<file path="config.mk">
export PLATFORM = sky130hd
export DESIGN_NAME = io_access_decoder_flat
export DESIGN_NICKNAME = d
export VERILOG_FILES = /design/src/rtl/io_access_decoder_if.sv /design/src/rtl/io_access_decoder.sv /design/src/flat_wrapper.sv
export SDC_FILE = /design/constraint.sdc
export NUM_CORES = 1
export LEC_CHECK = 0
export BUFFER_PORTS_ARGS = -buffer_cell sky130_fd_sc_hd__buf_2
export CAP_MARGIN = 20
export CELL_PAD_IN_SITES_DETAIL_PLACEMENT = 0
export CELL_PAD_IN_SITES_GLOBAL_PLACEMENT = 1
export CORE_AREA = 3 3 144 146
export CTS_CLUSTER_SIZE = 40
export DETAILED_ROUTE_END_ITERATION = 10
export DIE_AREA = 0 0 147 149
export HOLD_SLACK_MARGIN = 0.12
export PLACE_DENSITY_LB_ADDON = 0.25
export SLEW_MARGIN = 25
export SYNTH_ARGS = -nofsm -noshare
export SYNTH_HDL_FRONTEND = slang
export SYNTH_SLANG_ARGS = --single-unit
export TNS_END_PERCENT = 100
</file>
<file path="constraint.sdc">
create_clock -name Clock -period 5.8 [get_ports Clock]
set_input_delay 1.45 -clock Clock [delete_from_list [all_inputs] [get_ports Clock]]
set_output_delay 1.45 -clock Clock [all_outputs]
set_load 0.005 [all_outputs]
</file>
<file path="src/rtl/io_access_decoder_if.sv">
`default_nettype none
// ============================================================================
// Module      : io_access_decoder_if
// Description : Processor I/O access bus and register-slice bus bundle.
// Revision    : 1.0 - initial release
// ============================================================================
interface io_access_decoder_if #(
    parameter int DATA_WIDTH = 32,
    parameter int ADDR_WIDTH = 8,
    parameter int NUM_REGS   = 8
);
    logic                           Cpu_Req;
    logic                           Cpu_WrEn;
    logic [ADDR_WIDTH-1:0]          Cpu_Addr;
    logic [DATA_WIDTH-1:0]          Cpu_WrData;
    logic [DATA_WIDTH-1:0]          Cpu_RdData;
    logic                           Cpu_Ready;
    logic                           Cpu_Error;
    logic [NUM_REGS-1:0]            Reg_Select;
    logic                           Reg_WrEn;
    logic [DATA_WIDTH-1:0]          Reg_WrData;
    logic [NUM_REGS*DATA_WIDTH-1:0] Reg_RdData;

    // Environment side: processor plus the register slices.
    modport master (
        output Cpu_Req, Cpu_WrEn, Cpu_Addr, Cpu_WrData, Reg_RdData,
        input  Cpu_RdData, Cpu_Ready, Cpu_Error, Reg_Select, Reg_WrEn, Reg_WrData
    );

    modport slave (
        input  Cpu_Req, Cpu_WrEn, Cpu_Addr, Cpu_WrData, Reg_RdData,
        output Cpu_RdData, Cpu_Ready, Cpu_Error, Reg_Select, Reg_WrEn, Reg_WrData
    );
endinterface
`default_nettype wire

</file>
<file path="src/rtl/io_access_decoder.sv">
`default_nettype none
// ============================================================================
// Module      : io_access_decoder
// Description : Decodes single processor I/O accesses onto a bank of register
//               slices with a registered Ready/Error response.
//               Optional macro IO_ERR_STATUS_EN adds an unmapped-access counter
//               at word address BASE_ADDR+NUM_REGS.
// Revision    : 1.0 - initial release
// ============================================================================
module io_access_decoder #(
    parameter int DATA_WIDTH = 32,
    parameter int ADDR_WIDTH = 8,
    parameter int NUM_REGS   = 8,
    parameter int BASE_ADDR  = 0
) (
    input  wire logic            Clock,
    input  wire logic            Reset,
    io_access_decoder_if.slave   bus
);

    localparam logic [1:0] c_IDLE   = 2'd0;
    localparam logic [1:0] c_ACCESS = 2'd1;
    localparam logic [1:0] c_RESP   = 2'd2;

    localparam logic [ADDR_WIDTH-1:0] c_BASE = ADDR_WIDTH'(BASE_ADDR);
    // Wide enough to compare a wrapped offset against NUM_REGS without truncation.
    localparam int c_CW = ADDR_WIDTH + 8;

    logic [1:0]            r_state;
    logic [1:0]            w_nextState;

    logic                  r_wrEn;
    logic [ADDR_WIDTH-1:0] r_addr;
    logic [DATA_WIDTH-1:0] r_wrData;
    logic [DATA_WIDTH-1:0] r_wrDataHold;
    logic [DATA_WIDTH-1:0] r_rdCapture;
    logic                  r_unmapped;

    logic [ADDR_WIDTH-1:0] w_offset;
    logic                  w_inRange;
    logic [NUM_REGS-1:0]   w_decSel;
    logic [DATA_WIDTH-1:0] w_sliceData;
    logic                  w_isStatus;
    logic [DATA_WIDTH-1:0] w_statusData;
    logic                  w_unmapped;
    logic [DATA_WIDTH-1:0] w_captureData;

    // Address decode from the latched request.
    always_comb begin
        w_offset  = r_addr - c_BASE;
        w_inRange = (r_addr >= c_BASE) && (c_CW'(w_offset) < c_CW'(NUM_REGS));
        w_decSel  = w_inRange ? (NUM_REGS'(1) << w_offset) : '0;
        w_sliceData = '0;
        for (int i = 0; i < NUM_REGS; i++) begin
            if (w_decSel[i]) begin
                w_sliceData = w_sliceData | bus.Reg_RdData[i*DATA_WIDTH +: DATA_WIDTH];
            end
        end
    end

`ifdef IO_ERR_STATUS_EN
    logic [7:0] r_errCount;

    always_comb begin
        w_isStatus   = (r_addr >= c_BASE) && (c_CW'(w_offset) == c_CW'(NUM_REGS));
        w_statusData = DATA_WIDTH'(r_errCount);
    end

    // Own-address accesses are never unmapped, so they cannot bump the count.
    always_ff @(posedge Clock) begin
        if (!Reset) begin
            r_errCount <= 8'd0;
        end else if (r_state == c_ACCESS && w_isStatus && r_wrEn) begin
            r_errCount <= 8'd0;
        end else if (r_state == c_RESP && r_unmapped && r_errCount != 8'hFF) begin
            r_errCount <= r_errCount + 8'd1;
        end
    end
`else
    always_comb begin
        w_isStatus   = 1'b0;
        w_statusData = '0;
    end
`endif

    always_comb begin
        w_unmapped = !w_inRange && !w_isStatus;
        if (r_wrEn) begin
            w_captureData = '0;
        end else if (w_inRange) begin
            w_captureData = w_sliceData;
        end else if (w_isStatus) begin
            w_captureData = w_statusData;
        end else begin
            w_captureData = '0;
        end
    end

    // State register
    always_ff @(posedge Clock) begin
        if (!Reset) begin
            r_state <= c_IDLE;
        end else begin
            r_state <= w_nextState;
        end
    end

    // Next-state logic
    always_comb begin
        w_nextState = r_state;
        case (r_state)
            c_IDLE:   if (bus.Cpu_Req) w_nextState = c_ACCESS;
            c_ACCESS: w_nextState = c_RESP;
            c_RESP:   w_nextState = c_IDLE;
            default:  w_nextState = c_IDLE;
        endcase
    end

    // Request latch and response capture
    always_ff @(posedge Clock) begin
        if (!Reset) begin
            r_wrEn       <= 1'b0;
            r_addr       <= '0;
            r_wrData     <= '0;
            r_wrDataHold <= '0;
            r_rdCapture  <= '0;
            r_unmapped   <= 1'b0;
        end else begin
            if (r_state == c_IDLE && bus.Cpu_Req) begin
                r_wrEn   <= bus.Cpu_WrEn;
                r_addr   <= bus.Cpu_Addr;
                r_wrData <= bus.Cpu_WrData;
            end
            if (r_state == c_ACCESS) begin
                r_rdCapture <= w_captureData;
                r_unmapped  <= w_unmapped;
                if (w_inRange) begin
                    r_wrDataHold <= r_wrData;
                end
            end
        end
    end

    // Output logic
    always_comb begin
        bus.Reg_Select = '0;
        bus.Reg_WrEn   = 1'b0;
        bus.Reg_WrData = r_wrDataHold;
        bus.Cpu_Ready  = 1'b0;
        bus.Cpu_Error  = 1'b0;
        bus.Cpu_RdData = '0;
        case (r_state)
            c_ACCESS: begin
                bus.Reg_Select = w_decSel;
                bus.Reg_WrEn   = r_wrEn && w_inRange;
                if (w_inRange) bus.Reg_WrData = r_wrData;
            end
            c_RESP: begin
                bus.Cpu_Ready  = 1'b1;
                bus.Cpu_Error  = r_unmapped;
                bus.Cpu_RdData = r_rdCapture;
            end
            default: ;
        endcase
    end

endmodule
`default_nettype wire

</file>
<file path="src/flat_wrapper.sv">
// flat-port wrapper written by rule: the top's interface ports become plain ports
module io_access_decoder_flat 
#(
    parameter int DATA_WIDTH = 32,
    parameter int ADDR_WIDTH = 8,
    parameter int NUM_REGS   = 8,
    parameter int BASE_ADDR  = 0
)
  (Clock, Reset, bus_Cpu_Req, bus_Cpu_WrEn, bus_Cpu_Addr, bus_Cpu_WrData, bus_Reg_RdData, bus_Cpu_RdData, bus_Cpu_Ready, bus_Cpu_Error, bus_Reg_Select, bus_Reg_WrEn, bus_Reg_WrData);
  io_access_decoder_if #(.DATA_WIDTH(DATA_WIDTH), .ADDR_WIDTH(ADDR_WIDTH), .NUM_REGS(NUM_REGS)) bus_i ();
  input  wire logic Clock;
  input  wire logic Reset;
  input wire logic [$bits(bus_i.Cpu_Req)-1:0] bus_Cpu_Req;
  input wire logic [$bits(bus_i.Cpu_WrEn)-1:0] bus_Cpu_WrEn;
  input wire logic [$bits(bus_i.Cpu_Addr)-1:0] bus_Cpu_Addr;
  input wire logic [$bits(bus_i.Cpu_WrData)-1:0] bus_Cpu_WrData;
  input wire logic [$bits(bus_i.Reg_RdData)-1:0] bus_Reg_RdData;
  output wire logic [$bits(bus_i.Cpu_RdData)-1:0] bus_Cpu_RdData;
  output wire logic [$bits(bus_i.Cpu_Ready)-1:0] bus_Cpu_Ready;
  output wire logic [$bits(bus_i.Cpu_Error)-1:0] bus_Cpu_Error;
  output wire logic [$bits(bus_i.Reg_Select)-1:0] bus_Reg_Select;
  output wire logic [$bits(bus_i.Reg_WrEn)-1:0] bus_Reg_WrEn;
  output wire logic [$bits(bus_i.Reg_WrData)-1:0] bus_Reg_WrData;
  assign bus_i.Cpu_Req = bus_Cpu_Req;
  assign bus_i.Cpu_WrEn = bus_Cpu_WrEn;
  assign bus_i.Cpu_Addr = bus_Cpu_Addr;
  assign bus_i.Cpu_WrData = bus_Cpu_WrData;
  assign bus_i.Reg_RdData = bus_Reg_RdData;
  assign bus_Cpu_RdData = bus_i.Cpu_RdData;
  assign bus_Cpu_Ready = bus_i.Cpu_Ready;
  assign bus_Cpu_Error = bus_i.Cpu_Error;
  assign bus_Reg_Select = bus_i.Reg_Select;
  assign bus_Reg_WrEn = bus_i.Reg_WrEn;
  assign bus_Reg_WrData = bus_i.Reg_WrData;
  io_access_decoder #(.DATA_WIDTH(DATA_WIDTH), .ADDR_WIDTH(ADDR_WIDTH), .NUM_REGS(NUM_REGS), .BASE_ADDR(BASE_ADDR)) u_core (.Clock(Clock), .Reset(Reset), .bus(bus_i));
endmodule
</file>
==> metrics.md <==
| Metric | Value |
|---|---|
| Routed vias | `5,839` |
| Area growth from synthesis to layout | `38.0%` |
| Skew-Pair Late Insertion Delay | `350 ps` |
| RSZ-0062 raised after global routing | `false` |
| HP Start | `u_core.r_rdCapture[7]` |
| Final setup violation count | `0` |
| Seq. cell area | `2170 um2` |
| Dpl hpwl | `18.1 mm` |
| Yosys Warn Count | `0` |
| Die ar. | `21,900 um2` |
| Post-synth top flop | `dfxtp_1` |
| Global-route wire length before repair | `34.3 mm` |
| Vias per inst | `4.88` |
| R2R Setup Slk | `3110 ps` |
| Initial cell density of the core | `0.318` |
| Worst stage delay on the critical path | `640 ps` |
| Clock-pin slew on the worst setup and hold paths | `80 ps` |
| RR Startpoint | `u_core.r_addr[1]` |
| Worst Hold Class | `flip-flop to flip-flop` |
| CTS tree | `built` |
| # DRC | `0` |
| Die Y | `149 um` |
| Worst Hold Path EP | `u_core.r_rdCapture[7]` |
| Path depth of the worst reg2reg path | `4` |
| Drt wl/cell | `19.6 um` |
| Die X | `147 um` |
| Fin. max-slew vios | `0` |
| Final WL | `23.5 mm` |
| Post-CTS Resized | `0` |
| EDFF count, synth | `0` |
| Slew HR | `0.321` |
| Syn Inst Count | `584` |
| Crit-path max FO | `36` |
| Final GP Congestion | `0.813` |
| Syn avg cell area | `10.6 um2` |
| Post-synthesis sequential area ratio | `0.349` |
| Final hold vios | `0` |
| Crit end category | `primary output` |
| Critical path launch point type | `flip-flop` |
| Clock buffer depth | `2` |
| Vias in the first global route | `5,686` |
| Ys async rst share | `0` |
| Power per Cell Area | `213 nW/um2` |
| Fill count | `1,986` |
| Port Buffers | `374` |
| CP Cell Sequence | `or4_4 -> nor3b_2 -> buf_4 -> mux2_2 -> buf_2` |
| CTS Buf Count | `9` |
| Tmin final | `3960 ps` |
| Distinct cells, synth | `38` |
| Fin util | `0.438` |
| # hold bufs at CTS | `0` |
| Commonest cells after routing, fill and taps aside | `374 x buf_2, 105 x dfxtp_1, 95 x nand2_1` |
| Io pins | `375` |
| F_max | `252 MHz` |
| Global Route Usage Sum | `0.203` |
| Initial DRC count | `319` |
| Core footprint | `19,500 um2` |
| Initial antenna violation count | `11` |
| Grt ovf | `0` |
| Max VDD drop | `0.146 mV` |
| Post-CTS setup buffer count | `0` |
| Yosys reg bits | `108` |
| Fraction of layout cells with a size suffix above 1 | `0.564` |
| Total of max-cap violations | `0` |
| Footprint of the multi-input gates | `3780 um2` |
| Arr. time, crit path | `2510 ps` |
| Worst clock skew | `7.72 ps` |
| Most common cell after layout, fill and taps aside | `buf_2` |
| Synth Cell Area | `6200 um2` |
| Largest net degree at the start of global routing | `79` |
| Detail Route Antenna Nets | `0` |
| Hold WS | `462 ps` |
| Setup CP Type | `flip-flop to primary output` |
| CTS H-tree lvls | `3` |
| NumNets Final | `1,221` |
| Row cnt | `51` |
| Drt first pass iters | `4` |
| CTS Sinks | `108` |
| Root buf cell | `clkbuf_16` |
| Leakage power | `3.90 nW` |
| Final period util | `0.683` |
| Slew @ Worst Pin | `1020 ps` |
| Status | `finished clean` |
| CP max-delay cell | `or4_4` |
| FF-to-FF End | `u_core.r_rdCapture[14]` |
| Hold path depth | `2` |
| Setup_tns | `0 ps` |
| Worst Path Required | `4350 ps` |
| Post-Syn Nets | `884` |
cells by family after synthesis:
| logic type | Yosys count | synth area share |
|---|---|---|
| AND/OR/NAND/NOR | 202 | 0.175 |
| multiplexers | 126 | 0.321 |
| flip-flops | 108 | 0.349 |
| AO/OA/AOI/OAI | 90 | 0.112 |
| buffers and inverters | 58 | 0.0442 |
through the flow:
stage	setup slack (ps)	cell area [um2]	power (mW)	cells
after floorplan	2640	6200	1.02	584
after global placement	2250	8230	1.18	1175
after detailed placement	2220	8230	1.18	1175
after CTS	1820	8540	1.85	1191
after global routing	1710	8550	1.91	1196
final	1840	8560	1.82	1197
synthesized netlist by cell type, types with 5 or more instances:
master	n	area [um2]
buf_2	9	45.0
mux2_2	63	709
a21boi_0	41	308
nor4_1	6	37.5
mux4_2	52	1170
and2_1	67	419
o21ai_0	6	30.0
nor2_1	5	18.8
a32oi_1	5	43.8
nand4b_1	5	43.8
mux2i_1	11	110
a22o_1	26	228
clkbuf_1	36	135
o211ai_1	5	37.5
nand2_1	95	357
dfxtp_1	108	2160
or4bb_1	5	56.3
final cells by class:
class | instances | share of cell area
multi-input cells | 418 | 0.442
inverters | 1 | 0.000439
well taps | 265 | 0.0387
flip-flops and latches | 108 | 0.254
repair buffers | 383 | 0.227
diodes | 6 | 0.00175
clock inverters | 7 | 0.0105
clock buffers | 9 | 0.0263
flip-flops by register name, summed over array words and instances (netlist names):
name                 flops
u_core.r_wrEn            1
u_core.r_state           2
u_core.r_unmapped        1
u_core.r_rdCapture      32
u_core.r_addr            8
u_core.r_wrDataHold     32
u_core.r_wrData         32
critical path: cells and delay by family (launching register included):
family,cells,cell delay [ps]
buffers and inverters,2,580
DFF,1,310
muxes,1,400
and+or+nand+nor,2,850
routing by layer:
layer | routed length [um] | share of wire | track usage
met5 | 73 | 0.0031 | 0
met4 | 368 | 0.016 | 0.0573
met3 | 2040 | 0.087 | 0.0763
met2 | 11400 | 0.49 | 0.330
met1 | 9580 | 0.41 | 0.252
where the power goes:
group | internal (mW) | total, mW | switching, mW
logic | 0.208 | 0.362 | 0.154
clock network | 0.347 | 0.659 | 0.312
registers | 0.772 | 0.798 | 0.0263
total | 1.33 | 1.82 | 0.492
worst max path at each step:
stage,start,to,slack [ps],cells past startpoint
finish,u_core.r_addr[5],bus_Reg_WrData[28],1840,5
global route,u_core.r_addr[5],bus_Reg_WrData[12],1710,5
CTS,u_core.r_addr[5],bus_Reg_WrData[28],1820,5
detailed placement,u_core.r_addr[5],bus_Reg_WrData[28],2220,5
global placement,u_core.r_addr[5],bus_Reg_WrData[21],2250,5
floorplan,u_core.r_addr[5],bus_Reg_WrData[10],2640,5
(Power assumes the default switching activity.)
